==> src/rtl/adc_scan_ctrl.sv <==
// Round-robin scan sequencer for an 8-channel serial ADC with a pipelined address.
// Drives cs_n/sclk/mosi and returns each result tagged with the channel it belongs to.
//
// state    | meaning
// ST_IDLE  | cs_n high, waiting for en and a non-empty chan_mask
// ST_SHIFT | cs_n low, 2*FRAME sclk half-periods, then the store half-period
// ST_GAP   | cs_n high for GAP cycles; the store cycle is the first of them
module adc_scan_ctrl #(
  parameter int CLKDIV = 4,
  parameter int GAP    = 2,
  parameter int NCHAN  = 8,
  parameter int CHAN_W = 3,
  parameter int DATLEN = 12,
  parameter int FRAME  = 16
) (
  input  logic              clk,
  input  logic              rst_n,
  input  logic              en,
  input  logic [NCHAN-1:0]  chan_mask,
  input  logic              miso,
  output logic              cs_n,
  output logic              sclk,
  output logic              mosi,
  output logic [DATLEN-1:0] sample,
  output logic [CHAN_W-1:0] sample_chan,
  output logic              sample_vld,
  output logic              busy
);

  localparam logic [1:0] ST_IDLE  = 2'd0;
  localparam logic [1:0] ST_SHIFT = 2'd1;
  localparam logic [1:0] ST_GAP   = 2'd2;

  localparam int HALF_N  = 2 * FRAME + 1;
  localparam int PH_W    = $clog2(HALF_N + 1);
  localparam int TMR_MAX = (CLKDIV > GAP) ? CLKDIV : GAP;
  localparam int TMR_W   = $clog2(TMR_MAX + 1);
  localparam logic [TMR_W-1:0] HALF_LOAD = TMR_W'(CLKDIV - 1);
  localparam logic [TMR_W-1:0] GAP_LOAD  = TMR_W'(GAP - 1);

  logic [1:0]        state;
  logic [TMR_W-1:0]  tmr;
  logic [PH_W-1:0]   ph;
  logic [PH_W-1:0]   ph_nxt;
  logic [FRAME-1:0]  tx_sr;
  logic [FRAME-1:0]  tx_word;
  logic [DATLEN-1:0] rx_sr;
  logic [CHAN_W-1:0] addr_cur;
  logic [CHAN_W-1:0] addr_prev;
  logic [CHAN_W-1:0] base;
  logic [CHAN_W-1:0] idx;
  logic [CHAN_W-1:0] next_addr;
  logic              prime;
  logic              start;
  logic              launch;
  logic              tmr_tc;

  // Search upward from the last address; from IDLE the base is the top channel so the lowest bit wins.
  always_comb begin
    base      = (state == ST_IDLE) ? CHAN_W'(NCHAN - 1) : addr_cur;
    next_addr = base;
    idx       = '0;
    for (int i = NCHAN; i >= 1; i--) begin
      idx = base + CHAN_W'(i);
      if (chan_mask[idx]) next_addr = idx;
    end
  end

  assign tx_word = FRAME'(next_addr) << (FRAME - 2 - CHAN_W);
  assign start   = en && (chan_mask != '0);
  assign tmr_tc  = (tmr == '0);
  assign launch  = start && ((state == ST_IDLE) || ((state == ST_GAP) && tmr_tc));
  assign ph_nxt  = ph + 1'b1;

  always_ff @(posedge clk or negedge rst_n) begin
    if (!rst_n) begin
      state       <= ST_IDLE;
      tmr         <= '0;
      ph          <= '0;
      tx_sr       <= '0;
      rx_sr       <= '0;
      addr_cur    <= '0;
      addr_prev   <= '0;
      prime       <= 1'b1;
      cs_n        <= 1'b1;
      sclk        <= 1'b1;
      mosi        <= 1'b0;
      sample      <= '0;
      sample_chan <= '0;
      sample_vld  <= 1'b0;
      busy        <= 1'b0;
    end else begin
      sample_vld <= 1'b0;
      if (launch) begin
        state     <= ST_SHIFT;
        cs_n      <= 1'b0;
        busy      <= 1'b1;
        tmr       <= HALF_LOAD;
        ph        <= '0;
        tx_sr     <= tx_word;
        mosi      <= tx_word[FRAME-1];
        addr_prev <= addr_cur;
        addr_cur  <= next_addr;
      end else begin
        case (state)
          ST_SHIFT: begin
            if (tmr_tc) begin
              tmr <= HALF_LOAD;
              ph  <= ph_nxt;
              if (ph_nxt == PH_W'(HALF_N)) begin
                // Store: this frame carries the conversion addressed in the previous frame.
                cs_n  <= 1'b1;
                state <= ST_GAP;
                tmr   <= GAP_LOAD;
                if (prime) begin
                  prime <= 1'b0;
                end else begin
                  sample      <= rx_sr;
                  sample_chan <= addr_prev;
                  sample_vld  <= 1'b1;
                end
              end else if (ph_nxt[0]) begin
                sclk <= 1'b0;
                mosi <= tx_sr[FRAME-1];
              end else begin
                sclk  <= 1'b1;
                rx_sr <= {rx_sr[DATLEN-2:0], miso};
                tx_sr <= {tx_sr[FRAME-2:0], 1'b0};
              end
            end else begin
              tmr <= tmr - 1'b1;
            end
          end
          ST_GAP: begin
            if (tmr_tc) begin
              state <= ST_IDLE;
              busy  <= 1'b0;
              prime <= 1'b1;
            end else begin
              tmr <= tmr - 1'b1;
            end
          end
          ST_IDLE: state <= ST_IDLE;
          default: state <= ST_IDLE;
        endcase
      end
    end
  end

endmodule

==> config.mk <==
export PLATFORM = sky130hd
export DESIGN_NAME = adc_scan_ctrl
export DESIGN_NICKNAME = d
export VERILOG_FILES = /design/src/rtl/adc_scan_ctrl.sv
export SDC_FILE = /design/constraint.sdc
export NUM_CORES = 1
export LEC_CHECK = 0
export BUFFER_PORTS_ARGS = -buffer_cell sky130_fd_sc_hd__buf_2
export CELL_PAD_IN_SITES_DETAIL_PLACEMENT = 0
export CELL_PAD_IN_SITES_GLOBAL_PLACEMENT = 1
export CORE_MARGIN = 2
export CORE_UTILIZATION = 25
export DETAILED_ROUTE_END_ITERATION = 8
export MAX_ROUTING_LAYER = met4
export PLACE_DENSITY_LB_ADDON = 0.1
export SYNTH_ARGS = -nofsm -noshare
export SYNTH_HDL_FRONTEND = slang
export SYNTH_SLANG_ARGS = --single-unit
export TNS_END_PERCENT = 10
==> constraint.sdc <==
create_clock -name clk -period 4.9 [get_ports clk]
set_input_delay 0.735 -clock clk [delete_from_list [all_inputs] [get_ports clk]]
set_output_delay 0.735 -clock clk [all_outputs]
set_load 0.01 [all_outputs]
# Yosys cells after proc, flatten, opt, wreduce, memory -nomap -nowiden
# Cells that the tools add are included.
word_totals:
  elab_cells: 134
  in_bits: 12
  output_inout_bits: 20
  ff_bits: 66
op_classes:
  n_eq_ne: 12
  muxes: 62
  n_bitwise: 4
  magnitude_cmp: 7
  reduce_logical: 25
  n_addsub: 9
op_table:
  columns: ["operator", "count"]
  rows:
  - ["two-way mux 16 bit", 5]
  - ["two-way mux 3 bit", 11]
  - ["less-than comparator 3 x 4 -> 1 bit (second input constant)", 7]
  - ["two-way mux 1 bit", 28]
  - ["binary-select mux 1 bit (select 3 bit)", 7]
  - ["two-way mux 6 bit", 3]
  - ["AND reduction 5 bit", 3]
  - ["adder 3 bit (second input constant)", 4]
  - ["!= test 3 bit (second input constant)", 4]
  - ["AND reduction 4 bit", 3]
  - ["nonzero test 2 bit", 6]
  - ["two-way mux 2 bit", 5]
  - ["!= test 2 bit (second input constant)", 4]
  - ["nonzero test 8 bit", 1]
  - ["adder 3 x 2 -> 3 bit (second input constant)", 2]
  - ["adder 6 x 1 -> 6 bit (second input constant)", 1]
  - ["== test 6 bit (second input constant)", 1]
  - ["one-hot mux 3 bit (2 select lines)", 1]
  - ["AND reduction 2 bit", 3]
  - ["AND reduction 3 bit", 2]
  - ["inverter 1 bit", 4]
  - ["one-hot mux 2 bit (2 select lines)", 1]
  - ["adder 3 x 1 -> 3 bit (second input constant)", 1]
  - ["logical AND 1 bit", 3]
  - ["other kinds (9)", 9]

# Longest topological paths before layout
# Gate-level depths: netlist of run 1.
logic_depth:
  depth_word: 13
  mapped_depth: 13
  mapped_depth_nobuf: 10

# Worst setup path after synthesis of run 1
# No wires, ideal clock.
synth_path:
  path_type: "register to register"
  start: "register state[1]"
  end: "register tx_sr[12]"
  path_slack_ns: 1.875
  required_ns: 4.770
  setup_ns: 0.130
  arrival_ns: 2.895
  path_stages_with_launch: 14
  path_buffers: 3
  synth_period_minus_slack_ns: 3.025
  cell_sequence: "dfrtp_1 -> buf_6 -> o21ba_1 -> buf_6 -> inv_6 -> ha_1 -> buf_4 -> mux2_2 -> or4_1 -> o211ai_1 -> mux2i_2 -> or3_4 -> a2111oi_2 -> nor3_1"
synth_between:
  elab_chain_len: 13
  word_cells_on_any_way: 41
  cone_classes: "add/sub (7); eq/ne (4); mux (23); reduce/logical (7)"
synth_lines:
  columns: ["element", "line_no", "source"]
  rows:
  - ["start, declared", "41", "logic [1:0] state;"]
  - ["start signal, assigned", "77", "state <= ST_IDLE;"]
  - ["start signal, assigned", "95", "state <= ST_SHIFT;"]
  - ["start signal, assigned", "113", "state <= ST_GAP;"]
  - ["zero test 2 bit", "60, 72", null]
  - ["two-way mux 3 bit", "60", "base = (state == ST_IDLE) ? CHAN_W'(NCHAN - 1) : addr_cur;"]
  - ["adder 3 bit", "64", "idx = base + CHAN_W'(i);"]
  - ["binary-select mux 1 bit (select 3 bit)", "65", "if (chan_mask[idx]) next_addr = idx;"]
  - ["two-way mux 1 bit (implied by the code)", "65", null]
  - ["two-way mux 3 bit (7 in a row)", "65", null]
  - ["two-way mux 16 bit", "94", "if (launch) begin"]
  - ["end signal, assigned", "100", "tx_sr <= tx_word;"]
  - ["end signal, assigned", "128", "tx_sr <= {tx_sr[FRAME-2:0], 1'b0};"]
  - ["end, declared", "45", "logic [FRAME-1:0] tx_sr;"]
# Parallel ways exist; a longest one is shown, timed or not. The select of a mux whose other input is x is not followed.
# A chain may end at the register's enable or synchronous reset.

# Final worst setup path of run 1
# Ends and elaborated chain as after synthesis.

==> results of run 1 <==
worst max-delay path by stage:
stage	end	slack, ps	cells past startpoint
final	tx_sr[12]	1320	9
after global routing	tx_sr[12]	1080	9
after CTS	tx_sr[12]	1350	9
after detailed placement	tx_sr[12]	1360	9
after global placement	tx_sr[12]	1400	9
after floorplan	tx_sr[12]	1880	13
registers in the layout, indices dropped and copies added (netlist names), 2 cells and up:
name,flops
rx_sr,12
sample,12
ph,6
tx_sr,5
addr_cur,3
addr_prev,3
sample_chan,3
tmr,3
state,2
worst max-delay path, stage by stage, from the launching register on:
cell and delay [ps]:
sky130_fd_sc_hd__dfrtp_1 620, sky130_fd_sc_hd__o21bai_2 410, sky130_fd_sc_hd__ha_1 500, sky130_fd_sc_hd__mux2_2 380
sky130_fd_sc_hd__or4_1 390, sky130_fd_sc_hd__o211ai_1 190, sky130_fd_sc_hd__mux2i_2 210, sky130_fd_sc_hd__or3_4 400
sky130_fd_sc_hd__a2111oi_2 290, sky130_fd_sc_hd__nor3_1 70
per-layer routing:
metal	share of wire	wire, um	track usage
met3	0.045	468	0.0193
met2	0.45	4750	0.210
met1	0.48	4990	0.189
met5	0	0	-
met4	0.027	280	0.0549
power by group:
part | internal [mW] | switching, mW
combinational | 0.675 | 1.04
sequential | 0.582 | 0.114
clock | 0.192 | 0.185
cell type report:
class	instances	area, um^2
clock buffer	5	125
clock inverter	3	22.5
fill	1549	10300
inverter	17	68.8
multi-input combinational	300	2100
sequential	55	1380
tap	184	230
timing repair buffer	40	223
cells by family after synthesis:
| family | Yosys count | synth area share |
|---|---|---|
| AO/OA/AOI/OAI | 89 | 0.194 |
| buffers and inverters | 47 | 0.0610 |
| AND/OR/NAND/NOR | 154 | 0.191 |
| XOR/XNOR | 12 | 0.0284 |
| adder cells (fa/ha/maj) | 7 | 0.0237 |
| flip-flops | 55 | 0.374 |
| multiplexers | 38 | 0.129 |
cells in the final DEF, fill, tap and decap left out, types with 6 or more instances in the layout:
master | synthesis | final
sky130_fd_sc_hd__buf_4 | 1 | 9
sky130_fd_sc_hd__a21oi_1 | 17 | 17
sky130_fd_sc_hd__ha_1 | 7 | 7
sky130_fd_sc_hd__xnor2_1 | 6 | 6
sky130_fd_sc_hd__mux2_2 | 20 | 20
sky130_fd_sc_hd__inv_1 | 16 | 16
sky130_fd_sc_hd__xor2_1 | 6 | 6
sky130_fd_sc_hd__mux2i_1 | 12 | 12
sky130_fd_sc_hd__nor2b_1 | 6 | 6
sky130_fd_sc_hd__nand2_1 | 68 | 68
sky130_fd_sc_hd__buf_2 | 8 | 31
sky130_fd_sc_hd__nor3_1 | 11 | 11
sky130_fd_sc_hd__nand3_1 | 7 | 7
sky130_fd_sc_hd__dfrtp_1 | 52 | 52
sky130_fd_sc_hd__nor2_1 | 35 | 35
sky130_fd_sc_hd__a211oi_1 | 7 | 7
sky130_fd_sc_hd__o21ai_0 | 11 | 11
==> results.md, run 1 <==
- At the worst endpoint, the required time is 5080 ps.
- For this configuration, the core starts out at a cell density of 0.255.
- The cell type with the largest total area after synthesis is sky130_fd_sc_hd__dfrtp_1.
- The number of synthesized register bits is 55.
- Max-cap violations in this run came to 0.
- The detailed-route via count is 3042.
- For this run, design rule violations remaining after detail routing come to 0.
- STA puts the critical path data arrival time at 3770 ps.
- The tree built by TritonCTS fans out to 55 sinks.
- The maximum number of pins on one net before global-route repair is 56.
- The cell area that synthesis handed to floorplanning was 3690 um^2.
- Clock skew on the completed layout was measured at 8.07 ps.
- In this run the mean area of a mapped cell was 9.19 um^2.
- The number of gates resized after CTS is 0.
- Sorting the synthesized cells by area gives the leading types as sky130_fd_sc_hd__dfrtp_1 (35%), sky130_fd_sc_hd__nand2_1 (6.9%), sky130_fd_sc_hd__mux2_2 (6.1%).
- Setup repair after global routing left no endpoint under its margin.
- The category of the most critical setup path is reg2reg.
- The run finished with clean final reports.
- Using the TritonRoute via totals, the vias-per-cell ratio works out to 5.04.
- The first routing iteration left 290 violations.
- The fraction of post-synthesis cell area in the top cell type by area is 0.352.
- The floorplan step set the die width to 126 um.
- The accumulated negative setup slack is 0 ps.
- The number of cell instances on the worst register-to-register path is 9.
- The worst setup path startpoint is state[1].
- Routability-driven placement finished with a final weighted congestion of 0.801.
- At the end of the flow the core is filled with cells to 0.286.
- Prior to clock tree synthesis, the placed netlist has a worst setup slack of 1360 ps.
- Synthesis produced a netlist with a net count of 421.
- The remaining number of nets flagged by the antenna check after routing is 0.
- The leftover overflow at the end of global routing is 0.
- The number of ports placed on the die boundary is 32.
- By count the netlist is led by sky130_fd_sc_hd__nand2_1 (68), sky130_fd_sc_hd__dfrtp_1 (52), sky130_fd_sc_hd__nor2_1 (35), sky130_fd_sc_hd__mux2_2 (20), sky130_fd_sc_hd__a21oi_1 (17).
- Setup violations remaining at the end of the flow were counted as 0.
- The beginning of the worst register-to-register path is state[1].
- The number of warning messages in the yosys log is 0.
- The final-report hold violation count is 0.
- The leading register cell type out of synthesis is sky130_fd_sc_hd__dfrtp_1.
- In this run the critical register-to-register path is captured at tx_sr[12].
- The clock transition at the register clock pins on the worst setup and hold paths after CTS is 80 ps.
- The net count of the finished layout is 438.
- Yosys mapped a number of flops with a built-in enable equal to 0.
- The gate count of the mapped netlist is 402.
- After detailed routing, the total wire length is 10500 um.
- STA classifies the critical path startpoint as a flip-flop.
- The via count of the first global-routing pass is 3018.
- Of the cells placed in the final design, the portion with a size suffix greater than 1 is 0.214.
- The total chip power is 2.79 mW.
- TritonCTS built the clock tree.
- The CTS H-tree depth is 2.
- The root buffer selected by CTS is sky130_fd_sc_hd__clkbuf_16.
- Once placement finished, the instance area stood at 4000 um^2.
- The maximum clock frequency is 0.279 GHz.
- The clock passes through at most 2 buffers.
- The relative area change from synthesis to final layout is 12.2%.
- The hold buffer count at cts is 0.
- The transition time at the pin with the least slew margin is 753 ps.
- The startpoint of the tightest hold check path is tx_sr[13].
- The number of cells traversed by the worst hold path is 2.
- The post-layout minimum cycle time is 3580 ps.
- Post-CTS timing repair inserted 0 buffers for setup.
- The placeable core region is 14500 um^2.
- Across all hold checks on the routed design, the worst slack comes to 471 ps.
- The floorplan step defined a die boundary enclosing 15800 um^2.
- The unique cell type count in the Yosys netlist is 72.
- The overall global routing resource usage is 0.139.
- The number of antenna violations at the first check in global routing came to 0.
- In this run, placement finished with an instance count of 596.
- In the finished design, the share of the clock period the worst path needs comes to 0.731.
- The most used standard cell by instance count after synthesis is sky130_fd_sc_hd__nand2_1.
- The power density over cell area is 673 nW/um^2.
- The die is 126 um tall.
- The number of iterations in the first detailed-routing pass is 4.
- The number of input and output port buffers inserted is 31.
- After routing the design area is 4150 um^2.
- Once routing completed, OpenROAD measured the worst setup slack at 1320 ps.
- The max-slew violation total from the final report is 0.
- The path category of the worst min-delay check is reg2reg.
- For this run, the register share of the synthesized area comes to 0.374.
- In the synthesized netlist the async set-or-reset flop fraction comes to 1.00.
- Along the worst path, the maximum fanout reaches 18.
- The clock insertion delay at the later pin of the skew report is 300 ps.
- Row generation in the floorplan step produced 44 rows.
- The slack of the worst reg-to-reg path is 1320 ps.
- The post-route non-filler standard cell count is 604.
- The number of diodes is 0.
- The routed wirelength normalized by instance count is 17.4 um.
- The first global-routing pass estimated 17000 um of wire.
- In this run the tightest slew margin relative to its limit is 0.498.
- The sort of element at the end of the critical path is a flip-flop.
- The number of buffers added by the clock tree synthesis step is 5.
- The capture endpoint of the worst hold path is tx_sr[14].
- IR analysis of the VDD net gives a maximum drop of 0.275 mV.
- Detailed placement finished with a half-perimeter wire length of 7310 um.
- The leakage dissipation is 1.89 nW.
No activity file was read; power rests on OpenSTA's default activity.
==> run 2: changes to the inputs <==
--- a/config.mk
+++ b/config.mk
@@ -5,6 +5,7 @@
 export SDC_FILE = /design/constraint.sdc
 export NUM_CORES = 1
 export LEC_CHECK = 0
+export ABC_AREA = 1
 export BUFFER_PORTS_ARGS = -buffer_cell sky130_fd_sc_hd__buf_2
 export CELL_PAD_IN_SITES_DETAIL_PLACEMENT = 0
 export CELL_PAD_IN_SITES_GLOBAL_PLACEMENT = 1
==> constraint.sdc (replaced) <==
create_clock -name clk -period 3 [get_ports clk]
set_input_delay 0.45 -clock clk [delete_from_list [all_inputs] [get_ports clk]]
set_output_delay 0.45 -clock clk [all_outputs]
set_load 0.01 [all_outputs]
==> results.md, run 2 <==
- Status: finished clean (unchanged).
- The remaining number of nets flagged by the antenna check after routing is 0 (unchanged).
- The path category of the worst min-delay check is in2async (was reg2reg).
- The reported max-cap violation count was 0 (unchanged).
- The DRC violation count after routing came to 0 (unchanged).
- The cell type with the largest total area after synthesis was sky130_fd_sc_hd__dfrtp_1 (unchanged).
- The relative contribution of combinational cells to total power is 0.129 (was 0.615).
- The number of clock sinks is 55 (unchanged).
- The chip height is 115 um (was 126 um).
- Commonest non-fill, non-tap cells in the layout: sky130_fd_sc_hd__nand2_1 (120), sky130_fd_sc_hd__inv_1 (60), sky130_fd_sc_hd__dfrtp_1 (52) (was sky130_fd_sc_hd__nand2_1 (68), sky130_fd_sc_hd__dfrtp_1 (52), sky130_fd_sc_hd__nor2_1 (35)).
- The worst hold slack is 187 ps (was 471 ps).
- The number of iterations in the first detailed-routing pass is 4 (unchanged).
- The leakage dissipation is 1.83 nW (was 1.89 nW).
- The fraction of final layout cells with drive strength greater than 1 came to 0.214 (about the same).
- The number of ports placed on the die boundary is 32 (unchanged).
- The number of input and output port buffers inserted is 31 (unchanged).
- The final count of negative-setup-slack endpoints was 0 (unchanged).
- The overall global routing resource usage came to 0.122 (was 0.139).
- The synthesized net count is 410 (was 421).
- The category of the most critical setup path is reg2reg (unchanged).
- The via-per-instance ratio was 4.38 (was 5.04).
- The overall die width is 115 um (was 126 um).
- The share of power burned in the clock network is 0.387 (was 0.135).
- RSZ-0062 raised after global routing: no (unchanged).
- The number of synthesized register bits is 55 (unchanged).
- The routed wire length on met2 is 3110 um (was 4750 um).
- The share of the clock period used by the worst path is 0.822 (was 0.731).
- The via count of the first global-routing pass came to 2554 (was 3018).
- The relative area change from synthesis to final layout is 15.2% (was 12.2%).
- The summed instance area of the synthesized netlist is 3080 um^2 (was 3690 um^2).
- The area taken by flip-flops and latches is 1380 um^2 (unchanged).
- The total internal power was 1.13 mW (was 1.45 mW).
- The leading register cell type out of synthesis is sky130_fd_sc_hd__dfrtp_1 (unchanged).
- The routed wirelength normalized by instance count is 12.4 um (was 17.4 um).
- The proportion of register bits with asynchronous set or reset after synthesis is 1.00 (unchanged).
- The standard-cell row count came to 40 (was 44).
- The number of buffers added by the clock tree synthesis step is 5 (unchanged).
- The CTS H-tree depth is 2 (unchanged).
- The worst-case clock skew is 4.78 ps (was 8.07 ps).
- The hold buffer count at cts is 0 (unchanged).
- The maximum clock frequency came to 0.405 GHz (was 0.279 GHz).
- Largest regs: rx_sr x12, sample x12, ph x6 (unchanged).
- The sort of element at the end of the critical path is a flip-flop (unchanged).
- The placeable core region is 12000 um^2 (was 14500 um^2).
- The clock transition at the register clock pins on the worst setup and hold paths after CTS is 80 ps (about the same).
- The starting density of the core is 0.256 (was 0.255).
- The number of setup buffers added after CTS is 0 (unchanged).
- The detailed-route wire length is 7110 um (was 10500 um).
- The final-report hold violation count came to 0 (unchanged).
- The root buffer selected by CTS is sky130_fd_sc_hd__clkbuf_16 (unchanged).
- The number of gates resized after CTS was 0 (unchanged).
- The unique cell type count in the Yosys netlist is 37 (was 72).
- The net switching power figure is 430 uW (was 1.34 mW).
- The post-layout minimum cycle time is 2470 ps (was 3580 ps).
- The largest fanout of any net on the critical path is 13 (was 18).
- The first-pass GRT wire length is 12400 um (was 17000 um).
- The number of enable-type register cells in the synthesized netlist is 0 (unchanged).
- The accumulated negative setup slack is 0 ps (unchanged).
- The gate count of the mapped netlist is 391 (was 402).
- The switching fraction of total power came to 0.275 (was 0.480).
- The element type at the critical path start was a flip-flop (unchanged).
- The part of the total power dissipated in sequential elements came to 0.484 (was 0.250).
- The total chip power is 1.56 mW (was 2.79 mW).
- The number of antenna violations at the first check in global routing is 0 (unchanged).
- The number of buffers on the longest clock path is 2 (unchanged).
- The overall die area is 13200 um^2 (was 15800 um^2).
- The clock insertion delay at the later pin of the skew report is 290 ps (was 300 ps).
- The transition time at the pin with the least slew margin is 691 ps (was 753 ps).
- The detailed-routed wire length on met3 is 236 um (was 468 um).
- The max-slew violation total from the final report is 0 (unchanged).
- The most common library cell in the layout ignoring fill and taps is sky130_fd_sc_hd__nand2_1 (unchanged).
- The number of diodes is 0 (unchanged).
- The number of warning messages in the yosys log is 0 (unchanged).
- The fraction of post-synthesis cell area in the top cell type by area came to 0.423 (was 0.352).
- The leftover overflow at the end of global routing came to 0 (unchanged).
- The routability congestion estimate is 0.843 (was 0.801).
- The most used standard cell by instance count after synthesis is sky130_fd_sc_hd__nand2_1 (unchanged).
- The combined area of the multi-input logic cells came to 1380 um^2 (was 2100 um^2).
- The number of inserted filler cells in the final layout is 1323 (was 1549).
- The count of routing violations after the opening detailed-route iteration is 80 (was 290).
- The worst ir drop on vdd is 0.187 mV (was 0.275 mV).
- The power density over cell area was 441 nW/um^2 (was 673 nW/um^2).
- The endpoint required time on the critical path is 3190 ps (was 5080 ps).
- The worst path arrival time is 2660 ps (was 3770 ps).
- The top metal layer carrying routed signals is met4 (unchanged).
- The headroom to the max-slew limit was 0.539 (was 0.498).
- The met1 layer wirelength in the final routing is 3670 um (was 4990 um).
- Leading cell types by total area after synthesis: sky130_fd_sc_hd__dfrtp_1 (42%), sky130_fd_sc_hd__nand2_1 (15%), sky130_fd_sc_hd__inv_1 (7.3%) (was sky130_fd_sc_hd__dfrtp_1 (35%), sky130_fd_sc_hd__nand2_1 (6.9%), sky130_fd_sc_hd__mux2_2 (6.1%)).
- The total number of nets in the final design is 444 (was 438).
- The maximum number of pins on one net before global-route repair came to 30 (was 56).
- Top cells by instance count after synthesis: sky130_fd_sc_hd__nand2_1 (120), sky130_fd_sc_hd__inv_1 (60), sky130_fd_sc_hd__dfrtp_1 (52), sky130_fd_sc_hd__o21ai_1 (23), sky130_fd_sc_hd__nand3_1 (16) (was sky130_fd_sc_hd__nand2_1 (68), sky130_fd_sc_hd__dfrtp_1 (52), sky130_fd_sc_hd__nor2_1 (35), sky130_fd_sc_hd__mux2_2 (20), sky130_fd_sc_hd__a21oi_1 (17)).
- The TritonCTS clock tree is done (unchanged).
- The HPWL after detailed placement is 5390 um (was 7310 um).
- The mean cell area of the mapped netlist is 7.87 um^2 (was 9.19 um^2).
- The detailed-route via count came to 2510 (was 3042).
- The proportion of synthesized chip area in sequential cells was 0.448 (was 0.374).
-- run 2: cell count changes in the layout (fill, tap and decap cells not counted), sizes merged, moves of 6 or more --
cell and change:
inv +55, mux2i -13, nand3 +15, nor3 -10, o21ai +34, mux2 -20
a211oi -7, nor2 -18, a2111oi -8, nor2b -6, nand2 +61
-- run 2: power by group through the flow --
stage / sequential, mW / combinational (mW) / clock [mW]
3_5_place_dp: 0.772 / 0.204 / 0
3_3_place_gp: 0.773 / 0.209 / 0
5_1_grt: 0.759 / 0.233 / 0.657
6_report: 0.758 / 0.201 / 0.605
4_1_cts: 0.758 / 0.204 / 0.636
2_1_floorplan: 0.772 / 0.141 / 0
-- run 2: worst max-delay path, cell delays in order, from the launching register on --
cell,delay (ps)
sky130_fd_sc_hd__dfrtp_1,360
sky130_fd_sc_hd__inv_1,50
sky130_fd_sc_hd__ha_1,210
sky130_fd_sc_hd__ha_1,230
sky130_fd_sc_hd__inv_1,190
sky130_fd_sc_hd__nor2_2,70
sky130_fd_sc_hd__nor2_1,220
sky130_fd_sc_hd__nor3_4,80
sky130_fd_sc_hd__inv_2,250
sky130_fd_sc_hd__nand2_1,170
sky130_fd_sc_hd__o21ai_2,150
sky130_fd_sc_hd__inv_2,70
sky130_fd_sc_hd__or2_1,210
sky130_fd_sc_hd__inv_1,60
sky130_fd_sc_hd__a21oi_2,30
-- run 2: routing by layer --
metal | vias up | GRT usage
met5 | - | -
met4 | 0 | 0.0337
met3 | 7 | 0.0216
met2 | 44 | 0.185
met1 | 1157 | 0.167
li1 | 1302 | -
-- run 2: path summary, 6_finish.rpt --
path	start	endpoint	slack [ps]	cells after the start
worst max-delay path	tmr[0]	tx_sr[12]	530	14
max in group asynchronous	rst_n	prime	2090	2
worst max register to register	tmr[0]	tx_sr[12]	530	14
worst min register to register	sclk	sclk	460	2
min in group clk	miso	rx_sr[0]	410	3
worst min-delay path	rst_n	sample[3]	190	1
-- run 2: metrics by stage --
| step | utilization | setup slack, ps | instance area [um^2] | instances |
|---|---|---|---|---|
| after floorplan | - | 919 | 3080 | 391 |
| after global placement | 0.283 | 503 | 3390 | 565 |
| after detailed placement | 0.283 | 491 | 3390 | 565 |
| after CTS | 0.295 | 476 | 3540 | 573 |
| after global routing | 0.295 | 284 | 3540 | 573 |
| final | 0.295 | 533 | 3540 | 573 |
-- run 2: cell type report --
class / instances / share of cell area
Tap cell: 147 / 0.0519
Timing Repair Buffer: 35 / 0.0522
Inverter: 71 / 0.0752
Sequential cell: 55 / 0.389
Clock inverter: 3 / 0.00706
Clock buffer: 5 / 0.0353
Multi-Input combinational cell: 257 / 0.389
-- run 2: logic make-up (layout without fill, tap and decap cells) --
family / after synthesis / in the layout / share of synthesized area
AND/OR/NAND/NOR: 174 / 174 / 0.264
AO/OA/AOI/OAI: 69 / 69 / 0.133
XOR/XNOR: 7 / 7 / 0.0224
buffers and inverters: 79 / 114 / 0.104
adder cells (fa/ha/maj): 7 / 7 / 0.0285
flip-flops: 55 / 55 / 0.448
